## src/rtl/uart_pkg.sv

```systemverilog
// Shared UART definitions: receiver state encoding and default bit timing.
// The encoding is kept here so that a future transmitter can reuse it.
package uart_pkg;

  typedef enum logic [2:0] {
    IDLE,
    START,
    DATA,
    STOP,
    WAIT_IDLE
  } rx_state_t;

  // 50 MHz system clock divided by 115200 baud.
  localparam int DEFAULT_CLKS_PER_BIT = 434;

endpackage

```

## src/rtl/uart_rx_fifo_if.sv

```systemverilog
// Register-window side of the UART receiver: pop and clear requests in,
// FIFO head, status and interrupt out.
interface uart_rx_fifo_if #(
  parameter int DEPTH_LOG2 = 4
);

  logic                  rd;
  logic                  clr_err;
  logic [7:0]            q;
  logic                  empty;
  logic                  full;
  logic [DEPTH_LOG2:0]   count;
  logic                  overrun;
  logic                  frame_err;
  logic                  uart_rx_interrupt;

  modport master (
    output rd, clr_err,
    input  q, empty, full, count, overrun, frame_err, uart_rx_interrupt
  );

  modport slave (
    input  rd, clr_err,
    output q, empty, full, count, overrun, frame_err, uart_rx_interrupt
  );

endinterface

```

## src/rtl/sync_fifo.sv

```systemverilog
// Show-ahead synchronous FIFO; rdata is the stored head, forced to 0 when empty.
// A write while full is accepted only if a read frees a slot in the same cycle.
module sync_fifo #(
  parameter int WIDTH      = 8,
  parameter int DEPTH_LOG2 = 4
) (
  input  logic                  clk,
  input  logic                  reset,
  input  logic                  wr,
  input  logic [WIDTH-1:0]      wdata,
  input  logic                  rd,
  output logic [WIDTH-1:0]      rdata,
  output logic [DEPTH_LOG2:0]   count,
  output logic                  empty,
  output logic                  full
);

  localparam int DEPTH = 1 << DEPTH_LOG2;

  logic [WIDTH-1:0]      mem [DEPTH];
  logic [DEPTH_LOG2-1:0] wptr;
  logic [DEPTH_LOG2-1:0] rptr;
  logic                  wr_en;
  logic                  rd_en;

  assign rd_en = rd && !empty;
  assign wr_en = wr && (!full || rd);

  // count never exceeds DEPTH, so its MSB alone marks the full condition
  assign empty = (count == '0);
  assign full  = count[DEPTH_LOG2];
  assign rdata = empty ? '0 : mem[rptr];

  always_ff @(posedge clk) begin
    if (wr_en) begin
      mem[wptr] <= wdata;
    end
  end

  always_ff @(posedge clk) begin
    if (reset) begin
      wptr  <= '0;
      rptr  <= '0;
      count <= '0;
    end else begin
      if (wr_en) begin
        wptr <= wptr + 1'b1;
      end
      if (rd_en) begin
        rptr <= rptr + 1'b1;
      end
      unique case ({wr_en, rd_en})
        2'b10:   count <= count + 1'b1;
        2'b01:   count <= count - 1'b1;
        default: count <= count;
      endcase
    end
  end

endmodule

```

## src/rtl/uart_rx_fifo.sv

```systemverilog
// 8N1 UART receiver feeding a receive FIFO, with sticky overrun/framing flags
// and a one-cycle interrupt pulse for each byte accepted.
module uart_rx_fifo
  import uart_pkg::*;
#(
  parameter int CLKS_PER_BIT = DEFAULT_CLKS_PER_BIT,
  parameter int DEPTH_LOG2   = 4
) (
  input  logic            clk,
  input  logic            reset,
  input  logic            uart_in,
  uart_rx_fifo_if.slave   bus
);

  localparam int                TICK_W    = $clog2(CLKS_PER_BIT);
  localparam logic [TICK_W-1:0] BIT_LAST  = TICK_W'(CLKS_PER_BIT - 1);
  localparam logic [TICK_W-1:0] HALF_LAST = TICK_W'(CLKS_PER_BIT / 2 - 1);

  rx_state_t           state;
  logic [TICK_W-1:0]   tick;
  logic [2:0]          bit_idx;
  logic [7:0]          shreg;
  logic                sync1;
  logic                rxs;
  logic                stop_sample;
  logic                push;
  logic                bad_stop;
  logic                fifo_full;

  // Synchronizer idles high so reset never looks like a start bit
  always_ff @(posedge clk) begin
    if (reset) begin
      sync1 <= 1'b1;
      rxs   <= 1'b1;
    end else begin
      sync1 <= uart_in;
      rxs   <= sync1;
    end
  end

  always_ff @(posedge clk) begin
    if (reset) begin
      state   <= IDLE;
      tick    <= '0;
      bit_idx <= '0;
      shreg   <= '0;
    end else begin
      unique case (state)
        IDLE: begin
          tick <= '0;
          if (!rxs) begin
            state <= START;
          end
        end
        START: begin
          if (tick == HALF_LAST) begin
            tick    <= '0;
            bit_idx <= '0;
            state   <= rxs ? IDLE : DATA;
          end else begin
            tick <= tick + 1'b1;
          end
        end
        DATA: begin
          if (tick == BIT_LAST) begin
            tick    <= '0;
            shreg   <= {rxs, shreg[7:1]};
            bit_idx <= bit_idx + 1'b1;
            if (bit_idx == 3'd7) begin
              state <= STOP;
            end
          end else begin
            tick <= tick + 1'b1;
          end
        end
        STOP: begin
          if (tick == BIT_LAST) begin
            tick  <= '0;
            state <= rxs ? IDLE : WAIT_IDLE;
          end else begin
            tick <= tick + 1'b1;
          end
        end
        WAIT_IDLE: begin
          tick <= '0;
          if (rxs) begin
            state <= IDLE;
          end
        end
        default: state <= IDLE;
      endcase
    end
  end

  assign stop_sample = (state == STOP) && (tick == BIT_LAST);
  assign push        = stop_sample && rxs;
  assign bad_stop    = stop_sample && !rxs;

  sync_fifo #(
    .WIDTH      (8),
    .DEPTH_LOG2 (DEPTH_LOG2)
  ) u_fifo (
    .clk   (clk),
    .reset (reset),
    .wr    (push),
    .wdata (shreg),
    .rd    (bus.rd),
    .rdata (bus.q),
    .count (bus.count),
    .empty (bus.empty),
    .full  (fifo_full)
  );

  assign bus.full = fifo_full;

  // A new error event outranks a coincident clear
  always_ff @(posedge clk) begin
    if (reset) begin
      bus.overrun           <= 1'b0;
      bus.frame_err         <= 1'b0;
      bus.uart_rx_interrupt <= 1'b0;
    end else begin
      bus.uart_rx_interrupt <= push && (!fifo_full || bus.rd);
      bus.overrun   <= (bus.overrun && !bus.clr_err) || (push && fifo_full && !bus.rd);
      bus.frame_err <= (bus.frame_err && !bus.clr_err) || bad_stop;
    end
  end

endmodule
```

## src/flat_wrapper.sv

```systemverilog
// flat-port wrapper written by rule: the top's interface ports become plain ports
module uart_rx_fifo_flat import uart_pkg::*;
#(
  parameter int CLKS_PER_BIT = DEFAULT_CLKS_PER_BIT,
  parameter int DEPTH_LOG2   = 4
)
  (clk, reset, uart_in, bus_rd, bus_clr_err, bus_q, bus_empty, bus_full, bus_count, bus_overrun, bus_frame_err, bus_uart_rx_interrupt);
  uart_rx_fifo_if #(.DEPTH_LOG2(DEPTH_LOG2)) bus_i ();
  input  logic clk;
  input  logic reset;
  input  logic uart_in;
  input wire logic [$bits(bus_i.rd)-1:0] bus_rd;
  input wire logic [$bits(bus_i.clr_err)-1:0] bus_clr_err;
  output wire logic [$bits(bus_i.q)-1:0] bus_q;
  output wire logic [$bits(bus_i.empty)-1:0] bus_empty;
  output wire logic [$bits(bus_i.full)-1:0] bus_full;
  output wire logic [$bits(bus_i.count)-1:0] bus_count;
  output wire logic [$bits(bus_i.overrun)-1:0] bus_overrun;
  output wire logic [$bits(bus_i.frame_err)-1:0] bus_frame_err;
  output wire logic [$bits(bus_i.uart_rx_interrupt)-1:0] bus_uart_rx_interrupt;
  assign bus_i.rd = bus_rd;
  assign bus_i.clr_err = bus_clr_err;
  assign bus_q = bus_i.q;
  assign bus_empty = bus_i.empty;
  assign bus_full = bus_i.full;
  assign bus_count = bus_i.count;
  assign bus_overrun = bus_i.overrun;
  assign bus_frame_err = bus_i.frame_err;
  assign bus_uart_rx_interrupt = bus_i.uart_rx_interrupt;
  uart_rx_fifo #(.CLKS_PER_BIT(CLKS_PER_BIT), .DEPTH_LOG2(DEPTH_LOG2)) u_core (.clk(clk), .reset(reset), .uart_in(uart_in), .bus(bus_i));
endmodule
```

## config.mk

```make
export PLATFORM = sky130hd
export DESIGN_NAME = uart_rx_fifo_flat
export DESIGN_NICKNAME = d
export VERILOG_FILES = /design/src/rtl/uart_pkg.sv /design/src/rtl/uart_rx_fifo_if.sv /design/src/rtl/sync_fifo.sv /design/src/rtl/uart_rx_fifo.sv /design/src/flat_wrapper.sv
export SDC_FILE = /design/constraint.sdc
export NUM_CORES = 1
export LEC_CHECK = 0
export CAP_MARGIN = 20
export CORE_UTILIZATION = 55
export CTS_CLUSTER_DIAMETER = 60
export CTS_CLUSTER_SIZE = 28
export DETAILED_ROUTE_END_ITERATION = 12
export GPL_TIMING_DRIVEN = 0
export PLACE_DENSITY = 0.84
export SLEW_MARGIN = 10
export SYNTH_ARGS = -nofsm -noshare
export SYNTH_HDL_FRONTEND = slang
export SYNTH_SLANG_ARGS = --single-unit
export TNS_END_PERCENT = 30
```

## constraint.sdc

```tcl
create_clock -name clk -period 2.83 [get_ports clk]
set_input_delay 0.566 -clock clk [delete_from_list [all_inputs] [get_ports clk]]
set_output_delay 0.566 -clock clk [all_outputs]
set_load 0.02 [all_outputs]
```

==> results of run 1 <==
[area by class of cell]
class                      instances  area, µm²  share of cell area (%)
sequential                       173       4757                   56.51
clock buffer                      20      436.7                   5.187
timing repair buffer              30      236.5                   2.809
tap                              172      215.2                   2.556
multi-input combinational        251       2392                   28.42
inverter                           9      33.78                  0.4013
clock inverter                    11      143.9                   1.709
buffer                            24      202.7                   2.408
[power breakdown]
group          leakage [nW]  internal (mW)  switching (mW)
registers              1.55           2.69         0.00389
clock network         0.276           1.38           0.904
logic                  1.05         0.0135          0.0229
total                  2.88           4.08           0.930
[critical path: stages (launching register included)]
cell      delay [ns]
dfxtp_2         0.33
inv_2           0.05
ha_2            0.15
and4b_4         0.26
nand2_4         0.07
nor2_4          0.10
clkbuf_8        0.14
inv_1           0.07
ha_4            0.20
xor2_1          0.15
ha_2            0.20
a21oi_2         0.05
or3_1           0.36
a31oi_1         0.19
mux2_2          0.36
[layer usage]
metal	up-vias	GRT usage (%)	routed length [µm]
met5	-	0	0
met3	15	6.539	968
met4	0	6.751	142
li1	1885	-	-
met1	2128	29.33	5753
met2	154	41.78	7690
[through the flow]
step                cell area [µm²]  instances  setup slack, ns  setup TNS, ns  power (mW)
floorplan                      7284        460         0.006108              0       2.768
CTS                            8454        690         0.005023              0       5.044
detailed placement             7710        653          -0.9261         -2.951       2.782
global placement               7710        653          -0.8040         -2.319       2.780
global route                   8418        690         -0.07028       -0.07028       5.159
finish                         8418        690          0.02772              0       5.011
[flip-flops by register name, summed over array words and instances, names as in the netlist, named ones only]
name and cells:
u_core.bus.frame_err 1, u_core.bit_idx 3, u_core.u_fifo.count 5, u_core.sync1 1
u_core.bus.overrun 1, u_core.bus.uart_rx_interrupt 1, u_core.tick 9, u_core.u_fifo.mem 128
u_core.rxs 1, u_core.u_fifo.wptr 4, u_core.state 3, u_core.u_fifo.rptr 4
u_core.shreg 8
[cell usage in the layout (no fill, tap or decap), drive strengths merged, types with 12 or more instances in the layout]
cell type,n
clkdlybuf4s50,12
mux4,32
and3,16
nor2,24
edfxtp,128
a21oi,14
ha,13
buf,27
clkbuf,34
nand3,13
mux2i,26
dfxtp,45
[how the worst max path moves through the flow]
| stage | depth (start not counted) | slack [ns] | to | from |
|---|---|---|---|---|
| finish | 14 | 0.03 | u_core.u_fifo.count[4]$_SDFFE_PP0P_ | u_core.tick[1]$_SDFFE_PP0P_ |
| detailed placement | 14 | -0.93 | u_core.u_fifo.count[4]$_SDFFE_PP0P_ | bus_rd |
| CTS | 14 | 0.005 | u_core.u_fifo.count[4]$_SDFFE_PP0P_ | u_core.tick[1]$_SDFFE_PP0P_ |
| global placement | 14 | -0.80 | u_core.u_fifo.count[4]$_SDFFE_PP0P_ | bus_rd |
| global route | 14 | -0.07 | u_core.u_fifo.count[4]$_SDFFE_PP0P_ | u_core.tick[1]$_SDFFE_PP0P_ |
| floorplan | 14 | 0.006 | u_core.u_fifo.count[4]$_SDFFE_PP0P_ | u_core.tick[0]$_SDFFE_PP0P_ |
[repair_timing]
action / CTS / global route
resized for setup: 52 / 13
setup endpoints to repair: 11 / 9
buffers inserted: 9 / 0
pin swaps: 4 / 2
endpoints found under the hold margin: 0 / 0
[cell families after synthesis]
family                   count (synthesis)  share of synthesized area, %
adder cells (fa/ha/maj)                 13                         2.250
AO/OA/AOI/OAI                           56                         5.486
buffers and inverters                   36                         2.423
multiplexers                            61                         14.04
AND/OR/NAND/NOR                        110                         8.844
XOR/XNOR                                11                         1.333
flip-flops                             173                         65.63
==> results.cfg, run 1 <==
[final_layout]
drive_gt1_share_pct = 25.10
fillCellCount = 938
area.growth.synth_to_final_pct = 16.44
final_core_util_pct = 66.17
finalNetCount = 524
antennaDiodeCount = 0

[critical_path]
critPathMaxFanout = 9
r2r-end = u_core.u_fifo.count[4]$_SDFFE_PP0P_
worstSetupPathType = flip-flop to flip-flop
start_kind = flip-flop
r2r_setup_slack_ns = 0.03
r2r_start = u_core.tick[1]$_SDFFE_PP0P_
crit_path_end_kind = flip-flop
reg2reg_depth = 14
crit_required_ns = 3.14
critPathArrivalTime_ns = 3.11

[clock_network]
clk_pin_slew_worst_paths_ns = 0.06
clock-sinks = 173
cts_buffers = 17
cts-root-buf = clkbuf_16
cts_tree = done
cts_max_level = 4
holdBufCountCts = 0
clk_path_buf_depth = 2
clock_latency_ns = 0.42

[grt]
grtUsageTotal_pct = 23.94
grt_overflow = 0
grt_pass1_wl_um = 23070
antenna_found_initial = 0
grt_max_degree = 19
grt_pass1_vias = 4341

[synth]
yosysMostFrequentCell = edfxtp_1
synthTopCellsByArea = edfxtp_1 (53%), dfxtp_1 (12%), mux4_2 (10%)
synth_flop_cell = edfxtp_1
ys_seq_elements = 173
yosysWarningCount = 0
syn_nets = 478
ys_async_sr_fraction_pct = 0
synth_area_um2 = 7229
seq_area_frac_synth_pct = 65.63
synthCells = 460
synth_top_area_share_pct = 53.17
synth.top_cells.by_count = edfxtp_1 (128), dfxtp_1 (45), mux4_2 (32), mux2i_1 (26), nor2_1 (23)
post-synth-top-area-cell = edfxtp_1
synth_edf_count = 128
yosysUniqueCellTypes = 56
syn_area_per_cell_um2 = 15.72

[placed_design]
dp_hpwl_um = 9322
gp_congestion = 0.7990
portBuffers = 21

[die]
chipHeight_um = 116.7
fp-row-count = 41
ios = 23
core_um2 = 12720
die_area_um2 = 13610
dieWidth_um = 116.7
start_util_pct = 56.83

[pwr]
irDropWorstVdd_uv = 596.3
p_leak_nw = 2.875
powerDensity_nw_per_um2 = 595.2

[timing]
max_freq_ghz = 0.3569
relSlewSlack_pct = 44.16
rsz0062_at_grt = yes
hold_slack_ns = 0.4191
min_period_ns = 2.802
tightest_slew_ns = 0.8364
fin_skew_ns = 0.007309
post-route-period-util_pct = 99.02
setup-violations-final = 0
finalHoldViolations = 0
slew_violations = 0

[hold_path]
hold_depth = 1
min_to = u_core.rxs$_SDFF_PP1_
min_from = u_core.sync1$_SDFF_PP1_
hold_path.class = flip-flop to flip-flop

[flow_run]
max_cap_violations = 0

[drt]
vias_per_cell = 6.061
vias = 4182
routedWlPerCell_um = 21.09
first_pass_iters = 5
ant_nets = 0
wl_um = 14550
drtIter0Drc = 448
drc = 0

[outcome]
status = finished, final reports clean
No activity file was read; power rests on OpenSTA's default activity.
==> inputs of run 2 (changes only) <==
--- a/config.mk
+++ b/config.mk
@@ -5,6 +5,7 @@
 export SDC_FILE = /design/constraint.sdc
 export NUM_CORES = 1
 export LEC_CHECK = 0
+export ABC_AREA = 1
 export CAP_MARGIN = 20
 export CORE_UTILIZATION = 55
 export CTS_CLUSTER_DIAMETER = 60
@@ -12,6 +13,7 @@
 export DETAILED_ROUTE_END_ITERATION = 12
 export GPL_TIMING_DRIVEN = 0
 export PLACE_DENSITY = 0.84
+export SKIP_CTS_REPAIR_TIMING = 1
 export SLEW_MARGIN = 10
 export SYNTH_ARGS = -nofsm -noshare
 export SYNTH_HDL_FRONTEND = slang
==> results.cfg, run 2 <==
[drt]
met3_length_um = 1513
wl_um = 16650
topRoutingLayerUsed = met4
drtIter0Drc = 626
first_pass_iters = 5
met2WireLength_um = 7975
met1_length_um = 6504
vias_per_cell = 5.554
ant_nets = 0
drc = 0
vias = 5493
routedWlPerCell_um = 16.83

[synth]
synth_edf_count = 128
post-synth-top-area-cell = edfxtp_1
yosysMostFrequentCell = nand2_1
synthCells = 760
ys_async_sr_fraction_pct = 0
syn_area_per_cell_um2 = 9.853
synth.top_cells.by_count = nand2_1 (203), edfxtp_1 (128), nand3_1 (119), nor2_1 (63), dfxtp_1 (45)
yosysUniqueCellTypes = 33
yosysWarningCount = 0
synth_area_um2 = 7488
seq_area_frac_synth_pct = 63.36
synthTopCellsByArea = edfxtp_1 (51%), dfxtp_1 (12%), nand2_1 (10%)
syn_nets = 778
synth_top_area_share_pct = 51.33
ys_seq_elements = 173
synth_flop_cell = edfxtp_1

[die]
die_area_um2 = 14090
ios = 23
fp-row-count = 42
dieWidth_um = 118.7
chipHeight_um = 118.7
start_util_pct = 56.55
core_um2 = 13240

[hold_path]
hold_path.class = flip-flop to flip-flop
hold_depth = 1

[grt]
antenna_found_initial = 0
grtUsageTotal_pct = 25.34
grt_max_degree = 19
grt_pass1_vias = 5191
grt_overflow = 0
grt_pass1_wl_um = 26400

[timing]
relSlewSlack_pct = 39.92
rsz0062_at_grt = yes
worst_slack_ns = -0.2544
post-route-period-util_pct = 109.0
tightest_slew_ns = 0.8978
setup-violations-final = 1
max_freq_ghz = 0.3242
finalHoldViolations = 0
min_period_ns = 3.084
fin_skew_ns = 0.01335
slew_violations = 0
fin_tns_setup_ns = -0.2544

[final_layout]
largest_reg_flops = 128
regArea_um2 = 4745
top_register = u_core.u_fifo.mem
finalNetCount = 818
fillCellCount = 1024
mostFrequentLayoutCell = nand2_1
area.growth.synth_to_final_pct = 14.72
antennaDiodeCount = 0
most-common-layout-cells = nand2_1 (203), edfxtp_1 (128), nand3_1 (119), nor2_1 (62), dfxtp_1 (45)
drive_gt1_share_pct = 11.07
reg.largest.list = u_core.u_fifo.mem: 128 flops, u_core.tick: 9 flops, u_core.shreg: 8 flops
multiInputGateArea_um2 = 2410
instances_no_fill = 989

[critical_path]
start_kind = flip-flop
crit_path_end_kind = output pin
worstSetupPathType = flip-flop to output pin
critPathMaxFanout = 10
reg2reg_depth = 15
crit_required_ns = 2.26
critPathArrivalTime_ns = 2.52

[outcome]
violations = setup timing
status = complete, but fails checks

[placed_design]
gp_congestion = 0.8867
dp_hpwl_um = 10860
place_inst = 957
portBuffers = 21
place_ws_ns = -0.06517

[clock_network]
cts_buffers = 17
cts_max_level = 4
clk_pin_slew_worst_paths_ns = 0.06
cts-root-buf = clkbuf_16
clock-sinks = 173
cts_tree = done
clock_latency_ns = 0.43
clk_path_buf_depth = 2

[flow_run]
max_cap_violations = 0

[pwr]
irDropWorstVdd_uv = 926.1
p_leak_nw = 3.481
powerDensity_nw_per_um2 = 881.1
[run 2: cell types whose count changed in the layout (fill, tap and decap cells not counted), moves of 9 or more]
| cell | change |
|---|---|
| a21oi_1 | +24 |
| and3_1 | -16 |
| inv_1 | +36 |
| inv_2 | +10 |
| mux2i_1 | -22 |
| mux4_2 | -32 |
| nand2_1 | +195 |
| nand3_1 | +106 |
| nor2_1 | +39 |
| o21ai_0 | +14 |
| o22ai_1 | -9 |
[run 2: final cells by class]
class	count	area share, %
sequential	173	55.23
multi-input combinational	501	28.05
clock buffer	17	4.952
tap	176	2.563
timing repair buffer	21	2.476
inverter	55	2.403
clock inverter	15	2.272
buffer	31	2.054
[run 2: through the flow]
| step | hold WS [ns] | utilization [%] | area, µm² | total power, mW |
|---|---|---|---|---|
| global placement | 0.4004 | 59.80 | 7919 | 5.080 |
| CTS | 0.4124 | 64.48 | 8539 | 7.529 |
| finish | 0.4108 | 64.87 | 8591 | 7.570 |
| floorplan | 0.3895 | - | 7488 | 4.415 |
| detailed placement | 0.3975 | 59.80 | 7919 | 5.121 |
| global route | 0.4308 | 64.87 | 8591 | 7.928 |
[run 2: power by group]
group | internal, mW | switching (mW)
clock network | 1.47 | 0.942
logic | 0.790 | 1.49
registers | 2.78 | 0.0986
total | 5.04 | 2.53
[run 2: routing by layer]
| layer | vias to the layer above | track usage, % |
|---|---|---|
| met2 | 286 | 41.26 |
| li1 | 2653 | - |
| met1 | 2506 | 31.08 |
| met4 | 0 | 14.00 |
| met5 | - | 0 |
| met3 | 48 | 6.081 |
[run 2: final timing paths]
path,start,to,slack (ns)
worst min register to register,u_core.sync1$_SDFF_PP1_,u_core.rxs$_SDFF_PP1_,0.41
worst min-delay path,u_core.sync1$_SDFF_PP1_,u_core.rxs$_SDFF_PP1_,0.41
worst max-delay path,flip-flop,bus_q[6],-0.25
worst max register to register,u_core.u_fifo.count[1]$_SDFFE_PP0P_,u_core.u_fifo.count[4]$_SDFFE_PP0P_,0.15
[run 2: worst max-delay path, cell delays in order, from the launching register on]
cell and delay, ns:
dfxtp_1 0.33, inv_2 0.20, clkbuf_2 0.30, nand2_1 0.08, nand3_1 0.10, nand3_1 0.11, a21oi_1 0.17, o21a_1 0.19
clkdlybuf4s50_1 0.61
[run 2: cells by family (layout without fill, tap and decap cells)]
group / Yosys count / after routing / share of synthesized area, %
AOI/OAI and AO/OA: 72 / 72 / 5.146
xor gates and xnor gates: 5 / 5 / 0.5849
and+or+nand+nor: 411 / 411 / 23.99
buffers and inverters: 86 / 139 / 4.745
DFF: 173 / 173 / 63.36
adders and majority gates: 13 / 13 / 2.172
==> inputs of run 3 (changes only) <==
--- a/config.mk
+++ b/config.mk
@@ -14,7 +14,6 @@
 export GPL_TIMING_DRIVEN = 0
 export PLACE_DENSITY = 0.84
 export SKIP_CTS_REPAIR_TIMING = 1
-export SLEW_MARGIN = 10
 export SYNTH_ARGS = -nofsm -noshare
 export SYNTH_HDL_FRONTEND = slang
 export SYNTH_SLANG_ARGS = --single-unit
==> results of run 3 <==
Same layout as run 2: the final DEF is identical, and so are final timing and power.
